<file path="src/rtl/wb_stage_pkg.sv">
// Shared pipeline encodings used by the writeback stage.
package wb_stage_pkg;

   typedef enum logic [1:0] {
      WB_ALU = 2'b00,
      WB_MEM = 2'b01,
      WB_PC  = 2'b10,
      WB_RSV = 2'b11
   } wb_sel_e;

   typedef enum logic [1:0] {
      LS_BYTE  = 2'b00,
      LS_HALF  = 2'b01,
      LS_WORD  = 2'b10,
      LS_WORD2 = 2'b11
   } load_size_e;

   typedef enum logic {
      ST_RUN    = 1'b0,
      ST_HALTED = 1'b1
   } wb_state_e;

endpackage

</file>
<file path="src/rtl/wb_stage_load_extend.sv">
// Load alignment and sign/zero extension of a raw memory word.
module load_extend
   import wb_stage_pkg::*;
#(
   parameter int DATA_SIZE = 32
) (
   input  logic [DATA_SIZE-1:0] i_data,
   input  logic [1:0]           i_size,
   input  logic                 i_unsigned,
   input  logic [1:0]           i_off,
   output logic [DATA_SIZE-1:0] o_data
);

   logic [7:0]  byte_v;
   logic [15:0] half_v;

   // off[0] is ignored for halves
   assign byte_v = i_data[{i_off, 3'b000} +: 8];
   assign half_v = i_data[{i_off[1], 4'b0000} +: 16];

   always_comb begin
      o_data = i_data;
      unique case (i_size)
         LS_BYTE:
            o_data = {{(DATA_SIZE-8){~i_unsigned & byte_v[7]}}, byte_v};
         LS_HALF:
            o_data = {{(DATA_SIZE-16){~i_unsigned & half_v[15]}}, half_v};
         default:
            o_data = i_data;
      endcase
   end

endmodule

</file>
<file path="src/rtl/wb_stage.sv">
// Writeback stage: selects write data, tracks halt and retired count.
module wb_stage
   import wb_stage_pkg::*;
#(
   parameter int DATA_SIZE = 32,
   parameter int REG_SIZE  = 5,
   parameter int PC_SIZE   = 32,
   parameter int CNT_SIZE  = 32,
   parameter int LINK_REG  = 31
) (
   input  logic                 i_clk,
   input  logic                 i_reset,
   input  logic                 i_valid,
   input  logic                 i_stall,
   input  logic                 i_flush,
   input  logic                 i_reg_write,
   input  logic [1:0]           i_wb_sel,
   input  logic [1:0]           i_load_size,
   input  logic                 i_load_unsigned,
   input  logic [1:0]           i_byte_offset,
   input  logic [DATA_SIZE-1:0] i_mem_data,
   input  logic [DATA_SIZE-1:0] i_alu_result,
   input  logic [PC_SIZE-1:0]   i_pc,
   input  logic [REG_SIZE-1:0]  i_selected_reg,
   input  logic                 i_halt,
   output logic                 o_reg_write,
   output logic [DATA_SIZE-1:0] o_selected_data,
   output logic [REG_SIZE-1:0]  o_selected_reg,
   output logic                 o_halt,
   output logic [CNT_SIZE-1:0]  o_retired
);

   localparam logic [REG_SIZE-1:0] LINK_ADDR = REG_SIZE'(LINK_REG);
   localparam logic [CNT_SIZE-1:0] CNT_MAX   = '1;

   wb_state_e             state_q, state_d;
   logic                  reg_write_q, reg_write_d;
   logic [DATA_SIZE-1:0]  data_q, data_d;
   logic [REG_SIZE-1:0]   reg_q, reg_d;
   logic [CNT_SIZE-1:0]   retired_q, retired_d;

   logic [DATA_SIZE-1:0]  load_data;
   logic [DATA_SIZE-1:0]  pc_data;
   logic [DATA_SIZE-1:0]  sel_data;
   logic [REG_SIZE-1:0]   sel_reg;
   logic                  accept;

   load_extend #(
      .DATA_SIZE (DATA_SIZE)
   ) u_load_extend (
      .i_data     (i_mem_data),
      .i_size     (i_load_size),
      .i_unsigned (i_load_unsigned),
      .i_off      (i_byte_offset),
      .o_data     (load_data)
   );

   generate
      if (PC_SIZE >= DATA_SIZE) begin : g_pc_trunc
         assign pc_data = i_pc[DATA_SIZE-1:0];
      end else begin : g_pc_zext
         assign pc_data = {{(DATA_SIZE-PC_SIZE){1'b0}}, i_pc};
      end
   endgenerate

   assign accept = i_valid & ~i_stall & ~i_flush & (state_q == ST_RUN);

   always_comb begin
      sel_data = i_alu_result;
      sel_reg  = i_selected_reg;
      unique case (i_wb_sel)
         WB_MEM: sel_data = load_data;
         WB_PC: begin
            sel_data = pc_data;
            sel_reg  = LINK_ADDR;
         end
         default: sel_data = i_alu_result;
      endcase
   end

   always_comb begin
      state_d     = state_q;
      reg_write_d = reg_write_q;
      data_d      = data_q;
      reg_d       = reg_q;
      retired_d   = retired_q;
      // stall freezes everything; otherwise a non-write defaults to a bubble
      if (!i_stall) begin
         reg_write_d = 1'b0;
         if (accept) begin
            if (i_halt) begin
               state_d = ST_HALTED;
            end else begin
               reg_write_d = i_reg_write & (sel_reg != '0);
               data_d      = sel_data;
               reg_d       = sel_reg;
               if (retired_q != CNT_MAX) begin
                  retired_d = retired_q + CNT_SIZE'(1);
               end
            end
         end
      end
   end

   always_ff @(posedge i_clk or posedge i_reset) begin
      if (i_reset) begin
         state_q     <= ST_RUN;
         reg_write_q <= 1'b0;
         data_q      <= '0;
         reg_q       <= '0;
         retired_q   <= '0;
      end else begin
         state_q     <= state_d;
         reg_write_q <= reg_write_d;
         data_q      <= data_d;
         reg_q       <= reg_d;
         retired_q   <= retired_d;
      end
   end

   assign o_reg_write     = reg_write_q;
   assign o_selected_data = data_q;
   assign o_selected_reg  = reg_q;
   assign o_halt          = (state_q == ST_HALTED);
   assign o_retired       = retired_q;

endmodule

</file>
<file path="config.mk">
export PLATFORM = sky130hd
export DESIGN_NAME = wb_stage
export DESIGN_NICKNAME = d
export VERILOG_FILES = /design/src/rtl/wb_stage_pkg.sv /design/src/rtl/wb_stage_load_extend.sv /design/src/rtl/wb_stage.sv
export SDC_FILE = /design/constraint.sdc
export NUM_CORES = 1
export LEC_CHECK = 0
export CORE_MARGIN = 3
export CORE_UTILIZATION = 45
export DETAILED_ROUTE_END_ITERATION = 6
export PLACE_DENSITY_LB_ADDON = 0.08
export SLEW_MARGIN = 5
export SYNTH_ARGS = -nofsm -noshare
export SYNTH_HDL_FRONTEND = slang
export SYNTH_SLANG_ARGS = --single-unit
</file>
<file path="constraint.sdc">
create_clock -name i_clk -period 3.4 [get_ports i_clk]
set_input_delay 0.68 -clock i_clk [delete_from_list [all_inputs] [get_ports i_clk]]
set_output_delay 0.68 -clock i_clk [all_outputs]
set_load 0.005 [all_outputs]
</file>
==> flow_metrics.env, run 1 <==
export IMPL_ys_ff_latch=71
export IMPL_finalSetupTns_ps=0
export IMPL_power_static_leakage_nw=2.54
export IMPL_drive_above_1_share_pct=6.43
export IMPL_syn_inst=435
export IMPL_gp_congestion=0.958
export IMPL_grt_max_degree=39
export IMPL_route_met2_wl_um=6700
export IMPL_dieWidth_um=101
export IMPL_area_delta_synth_final_pct=53.0
export IMPL_grt_overflow_total=0
export IMPL_clock_path_buffers=2
export IMPL_grt_pass1_vias=4272
export IMPL_clock_latency_ps=340
export IMPL_dieArea_um2=10200
export IMPL_synthesis_nets=553
export IMPL_vias=4253
export IMPL_grt_antenna_before_repair=0
export IMPL_cts_buffers=9
export IMPL_avgSynthCellArea_um2=9.30
export IMPL_core_area_um2=8460
export IMPL_fillers=678
export IMPL_cp_arrival_ps=2840
export IMPL_drc=0
export IMPL_synth_edff_count=0
export IMPL_p_per_area_nw_per_um2=412
export IMPL_cts_resized_gates=0
export IMPL_top_layer="met4"
export IMPL_port_buffers=185
export IMPL_synth_compound_area_share_pct=21.2
export IMPL_synth_common_cells="71 x dfrtp_1, 41 x o21ai_0, 38 x nand2_1"
export IMPL_io_pins=186
export IMPL_hold_violations=0
export IMPL_clk_pin_slew_ps=80
export IMPL_ant_nets=0
export IMPL_n_antenna_cell=0
export IMPL_routed_wl_um=13900
export IMPL_yosysUniqueCellTypes=48
export IMPL_yosysSeqAreaShare_pct=43.9
export IMPL_rsz0062_at_grt="false"
export IMPL_grt_pass1_wl_um=21700
export IMPL_wl_met3_um=1360
export IMPL_cts_root_buf="clkbuf_8"
export IMPL_async_flop_share_pct=100
export IMPL_cts_hold_buffers_added=0
export IMPL_power_total_mw=2.55
export IMPL_cp_required_ps=3630
export IMPL_yosys_cell_count_top_type="dfrtp_1"
export IMPL_syn_area_um2=4050
export IMPL_nets=735
export IMPL_firstDrtPassIters=5
export IMPL_cts_sinks=71
export IMPL_worst_setup_path_end_kind="flip-flop"
export IMPL_start_kind="input pin"
export IMPL_crit_type="input pin to flip-flop"
export IMPL_htree_num_levels=3
export IMPL_skew_ps=9.12
export IMPL_outcome="completed"
export IMPL_yosysTopAreaCell="dfrtp_1"
export IMPL_cap_viol_max_count=0
export IMPL_synth_xor_area_share_pct=6.28
export IMPL_timing_fmax_mhz=382
export IMPL_hold_path_class="flip-flop to flip-flop"
export IMPL_synth_top_family_by_area="compound AO/OA/AOI/OAI gates"
export IMPL_initial_core_util_pct=47.8
export IMPL_cts_tree="yes"
export IMPL_die_h_um=101
export IMPL_ys_top_cells_by_area="dfrtp_1 44%, o21ai_0 5.1%, a21oi_1 4.3%, xnor2_1 3.9%, or3_1 3.9%"
export IMPL_rows=33
export IMPL_cp_max_fo=11
export IMPL_cts_setup_buffers=0
export IMPL_slew_headroom_pct=43.9
export IMPL_wl_met1_um=5410
export IMPL_yosysWarnings=0
export IMPL_finalCritPeriodShare_pct=76.9
export IMPL_drtIter0Drc=323
export IMPL_drv_slew=0
export IMPL_synth_top_cell_area_share_pct=43.9
export IMPL_grtUsageTotal_pct=26.9
export IMPL_setup_violations_final=0
export IMPL_ir_drop_mv=0.256
export IMPL_period_needed_ps=2620
export IMPL_synth_simple_area_share_pct=20.5
export IMPL_ys_flop_type="dfrtp_1"
export IMPL_detail_route_wl_per_cell_um=19.1
export IMPL_viasPerCell=5.85
export IMPL_synthAdderAreaFrac_pct=0.928
export IMPL_tightest_slew_ps=841
export IMPL_dpl_hpwl_um=10700
export IMPL_synth_mux_area_fraction_pct=3.34
## stage by stage
| step | util (%) | setup slack [ps] | cells | hold WS (ps) | area [um^2] |
|---|---|---|---|---|---|
| global placement | 71.2 | 514 | 711 | 451 | 6020 |
| CTS | 73.1 | 798 | 727 | 471 | 6190 |
| finish | 73.1 | 785 | 727 | 470 | 6190 |
| global route | 73.1 | 721 | 727 | 498 | 6190 |
| detailed placement | 71.2 | 438 | 711 | 455 | 6020 |
| floorplan | - | 923 | 435 | 463 | 4050 |
## worst paths after layout
path                                   startpoint                 end  slack, ps  depth (start not counted)
worst max-delay path                      i_valid       o_retired[27]        780                          7
worst min-delay path            o_selected_reg[1]   o_selected_reg[1]        470                          2
worst max register to register      o_retired[12]       o_retired[11]       1250                          5
worst min register to register  o_selected_reg[1]   o_selected_reg[1]        470                          2
max in group asynchronous                 i_reset  o_selected_data[3]       1950                          3
min in group asynchronous                 i_reset       o_retired[14]        780                          2
## layout by cell type (no fill, tap or decap), drive strengths merged, types with 8 or more instances in the layout
| cell type | n |
|---|---|
| clkdlybuf4s50 | 185 |
| dfrtp | 71 |
| o21ai | 41 |
| nand2 | 38 |
| a21oi | 35 |
| nor2 | 28 |
| or3 | 25 |
| xnor2 | 18 |
| a22oi | 16 |
| buf | 13 |
| nand3 | 12 |
| xor2 | 11 |
| clkbuf | 11 |
| inv | 10 |
| mux2i | 9 |
| o221ai | 9 |
| a221oi | 8 |
## layer usage
layer	track usage, %	vias up
met3	6.09	30
met4	10.2	0
met2	43.5	234
met5	0	-
li1	-	1977
met1	35.3	2012
## final cells by class
type                       count  area [um^2]  area share (%)
multi-input combinational    328         2120            34.3
timing repair buffer         198         1960            31.7
inverter                       9         33.8           0.546
clock inverter                 5         33.8           0.546
clock buffer                  11          131            2.12
sequential                    71         1780            28.7
tap                          105          131            2.12
## critical path: stages
cell             delay [ps]
clkdlybuf4s50_1         450
or3b_4                  400
or3_1                   460
nor4_4                  300
buf_4                   220
nand4b_1                160
xnor2_1                 160
## kinds of logic after synthesis
logic type,after synthesis
simple gates,150
compound gates,134
flops,71
buf+inv,36
xor+xnor,29
mux,12
fa+ha+maj,3
## power by group
group          internal (mW)  switching (mW)  total (mW)  leakage [nW]
registers               1.01           0.109        1.12         0.912
clock network          0.266           0.327       0.593        0.0797
logic                  0.517           0.318       0.835          1.55
total                   1.80           0.754        2.55          2.54
(Power assumes the default switching activity.)
==> run 2, diff against run 1 <==
CORE_UTILIZATION = 42   (was 45)
clock period = 2.6 ns   (was 3.4 ns; I/O delays follow)
==> run 2 against run 1 <==
Design area up 2.9%; die area up 6.7%; via count up 0.47%; sequential share of layout area down 0.80 points; register-to-register slack worse by 840 ps; clock skew about the same.
==> flow_metrics.env, run 2 (same netlist as run 1, synthesis figures left out) <==
export IMPL_outcome="completed"
export IMPL_grt_antenna_before_repair=0
export IMPL_drc=0
export IMPL_pre_cts_slack_ps=-117
export IMPL_cts_resized_gates=0
export IMPL_grt_pass1_wl_um=23000
export IMPL_io_pins=186
export IMPL_cts_setup_buffers=0
export IMPL_placed_area_um2=6150
export IMPL_clk_pin_slew_ps=80
export IMPL_area_delta_synth_final_pct=57.4
export IMPL_hold_path_class="flip-flop to flip-flop"
export IMPL_cap_viol_max_count=0
export IMPL_power_static_leakage_nw=2.63
export IMPL_finalCritPeriodShare_pct=90.9
export IMPL_core_area_um2=9280
export IMPL_setup_violations_final=0
export IMPL_layout_commonest_cell="clkdlybuf4s50_1"
export IMPL_timing_fmax_mhz=423
export IMPL_placed_cells_incl_taps=746
export IMPL_period_needed_ps=2360
export IMPL_routed_wl_um=14300
export IMPL_seq_area_um2=1780
export IMPL_layout_setup_ws_ps=237
export IMPL_fin_area_um2=6370
export IMPL_clock_path_buffers=2
export IMPL_ir_drop_mv=0.323
export IMPL_vias=4273
export IMPL_gp_congestion=0.922
export IMPL_slew_headroom_pct=56.8
export IMPL_clock_latency_ps=350
export IMPL_firstDrtPassIters=4
export IMPL_detail_route_wl_per_cell_um=18.8
export IMPL_cp_max_fo=44
export IMPL_cp_required_ps=2820
export IMPL_grt_pass1_vias=4200
export IMPL_hp_start="o_selected_reg[4]"
export IMPL_tightest_slew_ps=648
export IMPL_p_per_area_nw_per_um2=559
export IMPL_drtIter0Drc=196
export IMPL_cts_sinks=71
export IMPL_cts_buffers=9
export IMPL_cts_tree="yes"
export IMPL_start_kind="input pin"
export IMPL_cp_arrival_ps=2590
export IMPL_n_antenna_cell=0
export IMPL_drv_slew=0
export IMPL_htree_num_levels=3
export IMPL_initial_core_util_pct=43.6
export IMPL_skew_ps=9.06
export IMPL_viasPerCell=5.61
export IMPL_dpl_hpwl_um=10800
export IMPL_nets=746
export IMPL_grt_max_degree=45
export IMPL_grtUsageTotal_pct=26.2
export IMPL_cp_startpoint="i_stall"
export IMPL_power_total_mw=3.56
export IMPL_port_buffers=185
export IMPL_finalSetupTns_ps=0
export IMPL_hold_violations=0
export IMPL_dieWidth_um=104
export IMPL_cts_root_buf="clkbuf_8"
export IMPL_dieArea_um2=10800
export IMPL_drive_above_1_share_pct=8.23
export IMPL_layout_common_cells="185 x clkdlybuf4s50_1, 71 x dfrtp_1, 41 x o21ai_0"
export IMPL_grt_overflow_total=0
export IMPL_rsz0062_at_grt="false"
export IMPL_ant_nets=0
export IMPL_multiInputGateArea_um2=2120
export IMPL_crit_type="input pin to flip-flop"
export IMPL_worstReg2RegStart="o_retired[13]"
export IMPL_final_cells=761
export IMPL_fillers=777
export IMPL_die_h_um=104
export IMPL_cts_hold_buffers_added=0
export IMPL_rows=35
export IMPL_worst_setup_path_end_kind="flip-flop"
run 2: cell types whose count changed in the layout (fill, tap and decap cells not counted), sizes merged:
cell and delta:
clkinvlp -1, inv +1, buf +11, bufinv +2, clkinv -1, clkbuf -2
run 2: path summary, 6_finish.rpt:
| kind | end | slack (ps) | cells past startpoint |
|---|---|---|---|
| min in group asynchronous | o_reg_write | 480 | 2 |
| worst max-delay path | o_selected_data[18] | 240 | 7 |
| max in group asynchronous | o_selected_data[24] | 1450 | 3 |
| worst min register to register | o_selected_reg[4] | 470 | 2 |
| worst max register to register | o_retired[14] | 410 | 6 |
| worst min-delay path | o_selected_reg[4] | 470 | 2 |
run 2: per-layer routing:
layer / routed length [um] / vias to the layer above / global-route usage, %
met5: 0 / - / 0
met2: 6790 / 228 / 41.7
met4: 278 / 0 / 8.17
met3: 1310 / 22 / 7.32
li1: - / 1993 / -
met1: 5900 / 2030 / 34.7
run 2: stage by stage:
stage,hold WS (ps),util (%)
2_1_floorplan,463,-
3_5_place_dp,456,66.2
4_1_cts,465,68.6
3_3_place_gp,452,66.2
5_1_grt,488,68.6
6_report,470,68.6
run 2: critical path, stage by stage:
cell	delay [ps]
clkdlybuf4s50_1	430
or3b_4	400
or3_1	410
buf_4	310
or3_1	360
o21ai_0	90
a21oi_1	60
run 2: where the power goes:
group | internal, mW | switching [mW] | total (mW)
Combinational | 0.685 | 0.428 | 1.11
Sequential | 1.32 | 0.131 | 1.45
Clock | 0.543 | 0.448 | 0.991
run 2: final cells by class:
cell class | count | share of cell area (%)
inverters | 9 | 0.531
well taps | 129 | 2.53
clock inverters | 6 | 1.47
repair buffers | 209 | 32.3
flip-flops and latches | 71 | 27.9
clock buffers | 9 | 1.95
multi-input cells | 328 | 33.3
==> run 3, diff against run 2 <==
TNS_END_PERCENT = 50   (was default)
==> results of run 3 <==
Same layout as run 2: the final DEF is identical, and so are final timing and power.
